## src/rtl/jogo_pkg.sv

```systemverilog
// Shared types for the guessing-game round controller: FSM states, the
// one-hot guess classification and the first-attempt bonus value.
package jogo_pkg;

    typedef enum logic [2:0] {
        OCIOSO,
        CARREGA,
        ESPERA,
        AVALIA,
        FIM_RODADA,
        FIM_JOGO
    } estado_t;

    // Bit order matches the {acertou, perto, errou} output flags.
    typedef enum logic [2:0] {
        NENHUM  = 3'b000,
        ACERTOU = 3'b100,
        PERTO   = 3'b010,
        ERROU   = 3'b001
    } resultado_t;

    localparam int PONTOS_BONUS = 2;

    // Priority igual > ate3 > errada; nothing asserted also counts as wrong.
    function automatic resultado_t classifica(input logic igual,
                                              input logic ate3,
                                              input logic errada);
        if (igual)       return ACERTOU;
        else if (ate3)   return PERTO;
        else if (errada) return ERROU;
        else             return ERROU;
    endfunction

endpackage

```

## src/rtl/controle_rodada_detector_borda.sv

```systemverilog
// Rising-edge detector for the debounced confirm button: one-cycle pulse on
// the first cycle the input is seen high.
module detector_borda (
    input  logic clk,
    input  logic rst_n,
    input  logic entrada,
    output logic pulso
);

    logic anterior;

    // NOTE: registers use non-blocking assignments so every flop samples
    // pre-edge values; the reset is synchronous, checked inside the clocked block.
    always_ff @(posedge clk) begin
        if (!rst_n) anterior <= 1'b0;
        else        anterior <= entrada;
    end

    assign pulso = entrada & ~anterior;

endmodule

```

## src/rtl/controle_rodada.sv

```systemverilog
// Round controller: counts attempts and rounds, latches the comparator
// classification and keeps a saturating score. Define CONTROLE_RODADA_BONUS_EN
// to award PONTOS_BONUS extra points for an exact guess on the first attempt.
module controle_rodada
    import jogo_pkg::*;
#(
    parameter int MAX_TENT    = 5,
    parameter int NUM_RODADAS = 3,
    parameter int W_PONTOS    = 8
) (
    input  logic                             clk,
    input  logic                             rst_n,
    input  logic                             iniciar,
    input  logic                             confirmar,
    input  logic                             igual,
    input  logic                             ate3,
    input  logic                             errada,
    output logic                             novo_segredo,
    output logic                             acertou,
    output logic                             perto,
    output logic                             errou,
    output logic [$clog2(MAX_TENT+1)-1:0]    tentativas,
    output logic [$clog2(NUM_RODADAS+1)-1:0] rodada,
    output logic [W_PONTOS-1:0]              pontos,
    output logic                             fim_jogo
);

    localparam int W_TENT = $clog2(MAX_TENT + 1);
    localparam int W_ROD  = $clog2(NUM_RODADAS + 1);
    localparam int W_SOMA = W_PONTOS + 1;

    estado_t           estado, proximo;
    resultado_t        resultado;
    logic              pulso;
    logic [W_ROD-1:0]  rodada_inc;
    logic [W_SOMA-1:0] incremento;
    logic [W_SOMA-1:0] soma;
    logic [W_PONTOS-1:0] pontos_sat;

    detector_borda u_borda (
        .clk     (clk),
        .rst_n   (rst_n),
        .entrada (confirmar),
        .pulso   (pulso)
    );

    assign rodada_inc = rodada + W_ROD'(1);

    always_ff @(posedge clk) begin
        if (!rst_n) estado <= OCIOSO;
        else        estado <= proximo;
    end

    // NOTE: every combinational output gets a default first, so no path
    // through the case leaves it unassigned and no latch is inferred.
    always_comb begin
        proximo = estado;
        case (estado)
            OCIOSO, FIM_JOGO: if (iniciar) proximo = CARREGA;
            CARREGA:          proximo = ESPERA;
            ESPERA:           if (pulso) proximo = AVALIA;
            AVALIA: begin
                if (resultado == ACERTOU || tentativas == W_TENT'(MAX_TENT))
                    proximo = FIM_RODADA;
                else
                    proximo = ESPERA;
            end
            FIM_RODADA:
                proximo = (rodada_inc == W_ROD'(NUM_RODADAS)) ? FIM_JOGO : CARREGA;
            default:          proximo = OCIOSO;
        endcase
    end

    // Score is summed one bit wider so the carry out selects saturation.
    always_comb begin
        incremento = W_SOMA'(MAX_TENT + 1) - W_SOMA'(tentativas);
`ifdef CONTROLE_RODADA_BONUS_EN
        if (tentativas == W_TENT'(1))
            incremento = incremento + W_SOMA'(PONTOS_BONUS);
`endif
        soma       = {1'b0, pontos} + incremento;
        pontos_sat = soma[W_SOMA-1] ? '1 : soma[W_PONTOS-1:0];
    end

    always_ff @(posedge clk) begin
        if (!rst_n) begin
            tentativas <= '0;
            rodada     <= '0;
            pontos     <= '0;
            resultado  <= NENHUM;
        end else begin
            case (estado)
                OCIOSO, FIM_JOGO: begin
                    if (iniciar) begin
                        tentativas <= '0;
                        rodada     <= '0;
                        pontos     <= '0;
                        resultado  <= NENHUM;
                    end
                end
                CARREGA: begin
                    tentativas <= '0;
                    resultado  <= NENHUM;
                end
                ESPERA: begin
                    if (pulso) begin
                        tentativas <= tentativas + W_TENT'(1);
                        resultado  <= classifica(igual, ate3, errada);
                    end
                end
                AVALIA:     if (resultado == ACERTOU) pontos <= pontos_sat;
                FIM_RODADA: rodada <= rodada_inc;
                default: ;
            endcase
        end
    end

    assign {acertou, perto, errou} = resultado;
    assign novo_segredo = (estado == CARREGA);
    assign fim_jogo     = (estado == FIM_JOGO);

endmodule

```

## config.mk

```make
export PLATFORM = sky130hd
export DESIGN_NAME = controle_rodada
export DESIGN_NICKNAME = d
export VERILOG_FILES = /design/src/rtl/jogo_pkg.sv /design/src/rtl/controle_rodada_detector_borda.sv /design/src/rtl/controle_rodada.sv
export SDC_FILE = /design/constraint.sdc
export NUM_CORES = 1
export LEC_CHECK = 0
export ABC_AREA = 1
export CORE_MARGIN = 3
export CORE_UTILIZATION = 45
export CTS_CLUSTER_SIZE = 16
export DETAILED_ROUTE_END_ITERATION = 8
export MAX_ROUTING_LAYER = met4
export PLACE_DENSITY_LB_ADDON = 0.15
export SYNTH_ARGS = -nofsm -noshare
export SYNTH_HDL_FRONTEND = slang
export SYNTH_SLANG_ARGS = --single-unit
```

## constraint.sdc

```tcl
create_clock -name clk -period 2.2 [get_ports clk]
set_clock_uncertainty 0.05 [all_clocks]
set_input_delay 0.22 -clock clk [delete_from_list [all_inputs] [get_ports clk]]
set_output_delay 0.22 -clock clk [all_outputs]
set_load 0.01 [all_outputs]
```

==> results.md <==
* Cell area power density at ~880 mW/mm²
* Max_cap viols at 0
* # setup viols final at 0
* Max-slew violations at 0
* CTS tree: yes
* Residual DRC at 0
* CTS Buf Count at 3
* Die X-Extent at 62.1 µm
* Simple logic cell fraction of the synthesized area at 36.4%
* Adder-cell area share of the yosys netlist at 9.36%
* Fill count at 264
* ANT nets after route at 0
* Crit end category: register
* Synth warn at 0
* DP HPWL at 2.39 mm
* Clock sinks at 20
* Final Power at 1.62 mW
* Fraction of the cycle the final worst path needs at 94.8%
* Global route overflow at 0
* Core Area at ~0.0029 mm²
* Maximum vdd drop at between 700 and 800 µV
* Crit path launch type: register
* Routability cong. at about 0.84
* Mapped Area at about 0.0014 mm²
* Lkg Pwr at ~0.81 nW
* H-Tree Depth at 1
* Post-route cell area at 0.00183 mm²
* Yosys reg bits at 20
* Most used cell, CP: nand2_1
* Post-route setup TNS at 0 ps
* Post-synth top flop: dfxtp_1
* Largest net degree at the start of global routing at 14
* Post-synthesis mux area share at 0%
* Main combinational cell family by area after synthesis: simple AND/OR/NAND/NOR gates
* Critical Path, Cell by Cell: buf_6, ha_4, xnor2_2, ha_1, nand2_1, nand2_1, nand2_1, nand2_2, nand3_2, nand2_2, nand3_2, nand2_4, nand2_1, nand2_1, a21oi_1
* First-pass GRT wire length at between 5 and 6 mm
* IO Port Bufs at 23
* Initial DRC count at 103
* CP Max Fanout at 8
* Most common cell after layout, fill and taps aside: nand2_1
* Row Count at 19
* XOR/XNOR share of the synthesized area at 3.09%
* Clk root buf: clkbuf_4
* Distinct cells, synth at 33
* CP max-delay cell: ha_1
* Drt pass-1 iters at 4
* Worst hold path class: in2reg
* Diodes inserted at 0
* Final hold violation count at 0
* Worst-Margin Slew at 525 ps
* Most frequent cells in the layout: nand2_1 (58), inv_1 (27), clkdlybuf4s50_1 (23)
* Deepest clock path buffer count at 2
* Critical path's top delay family: simple AND/OR/NAND/NOR gates
* CP bufs+invs at 1
* Setup Fix Bufs, Post-CTS at 0
* Die area at 0.00386 mm²
* Layout cells sized above 1 at 18.9%
* Critical path class: reg2reg
* GRT Total Usage at 17.4%
* Achievable frequency at 479 MHz
* RSZ-0062 raised after global routing: true
* Ys async rst share at 0%
* Worst slew margin at 64.9%
* Placed inst area at 0.00176 mm²
* Antenna violations before repair at 0
* Required time of the critical path at 2330 ps
* Layout Nets at 263
* DR vias/cell at 4.75
* Height of the die at 62.1 µm
* Total number of vias at 1358
* Worst path max stage delay at 350 ps
* Post-Syn Instances at 211
* Worst skew pair latency at between 200 and 300 ps
* Crit path DAT at 2210 ps
* Number of flops mapped to enable cells by yosys at 0
* Synth Area per Inst at 6.72 µm²
* Net Count, Synth at approximately 230
* Status: complete, no violations
* Post-cts hold buffer count at 0
* Clock transition at path regs at 100 ps
* Synth Area in Compound Gates at a little over an eighth
* Sequential area share after synthesis at 28.2%
* Initial Util at 49.3%
* Number of global-route vias before repair at 1266
* Tmin final at 2090 ps
* Average wire per cell in the routed design at 10.8 µm
* Area Overhead vs Synth at 29.3%
* Ports at 25
* Final WL at 3.08 mm
worst paths after layout:
check | end | cells past startpoint | startpoint | slack, ps
worst max-delay path | pontos[5] | 15 | tentativas[1] | 110
worst min-delay path | u_borda.anterior | 3 | confirmar | 420
worst max register to register | pontos[5] | 15 | tentativas[1] | 110
worst min register to register | pontos[7] | 2 | pontos[7] | 440
logic make-up after synthesis:
kind of cell             Yosys count
buffers and inverters             35
XOR/XNOR                           5
adder cells (fa/ha/maj)           10
AND/OR/NAND/NOR                  111
AO/OA/AOI/OAI                     30
flip-flops                        20
worst reg2reg max path, delay by kind of cell, from the launching register on:
kind	cells	cell delay (ps)
flip-flops	1	340
AND/OR/NAND/NOR	10	780
adder cells (fa/ha/maj)	2	500
AO/OA/AOI/OAI	1	60
buffers and inverters	1	120
XOR/XNOR	1	130
cell usage after synthesis, drive strengths merged (2+ instances only):
| library cell | count | share of area [%] |
|---|---|---|
| ha | 9 | 7.9 |
| xor2 | 4 | 2.5 |
| inv | 33 | 8.7 |
| a21oi | 15 | 5.3 |
| nand3 | 17 | 7.4 |
| nand2 | 67 | 19 |
| a211oi | 3 | 1.9 |
| nor3 | 2 | 1.1 |
| o21ai | 5 | 1.8 |
| nand4 | 4 | 1.8 |
| o211ai | 2 | 1.4 |
| dfxtp | 20 | 28 |
| nor2 | 20 | 6.5 |
stage by stage:
step	util (%)	worst slack [ps]	hold WS (ps)	std cells
5_1_grt	63.7	-62.1	437	286
3_3_place_gp	61.1	0.0986	417	283
3_5_place_dp	61.1	4.87	426	283
6_report	63.7	114	421	286
2_1_floorplan	-	14.8	263	211
4_1_cts	62.1	12.9	414	286
state kept, by name, summed over array words and instances, names as in the netlist:
register / count
tentativas: 3
resultado: 3
estado: 3
pontos: 8
rodada: 2
u_borda.anterior: 1
area by class of cell:
type | instances | area (µm²) | area share, %
timing repair buffer | 32 | 302 | 16.5
inverter | 33 | 124 | 6.76
sequential | 20 | 403 | 22.0
tap | 42 | 52.6 | 2.87
clock buffer | 3 | 22.5 | 1.23
multi-input combinational | 156 | 930 | 50.7
power breakdown:
group,leakage (nW),switching [mW],internal (mW)
combinational,0.633,0.534,0.397
sequential,0.164,0.0755,0.441
clock,0.0138,0.106,0.0638
per-layer routing:
| layer | global-route usage (%) | share of wire [%] | vias up | wire [µm] |
|---|---|---|---|---|
| li1 | - | - | 746 | - |
| met3 | 2.34 | 2.7 | 2 | 83 |
| met1 | 21.9 | 49 | 588 | 1510 |
| met2 | 28.4 | 48 | 22 | 1470 |
| met5 | - | 0 | - | 0 |
| met4 | 6.63 | 0.65 | 0 | 20 |
what timing repair did:
item,CTS,global route
gates resized for setup,2,11
endpoints found under the setup margin,8,8
pin swaps,1,11
Power figures use the tool's default switching activity.
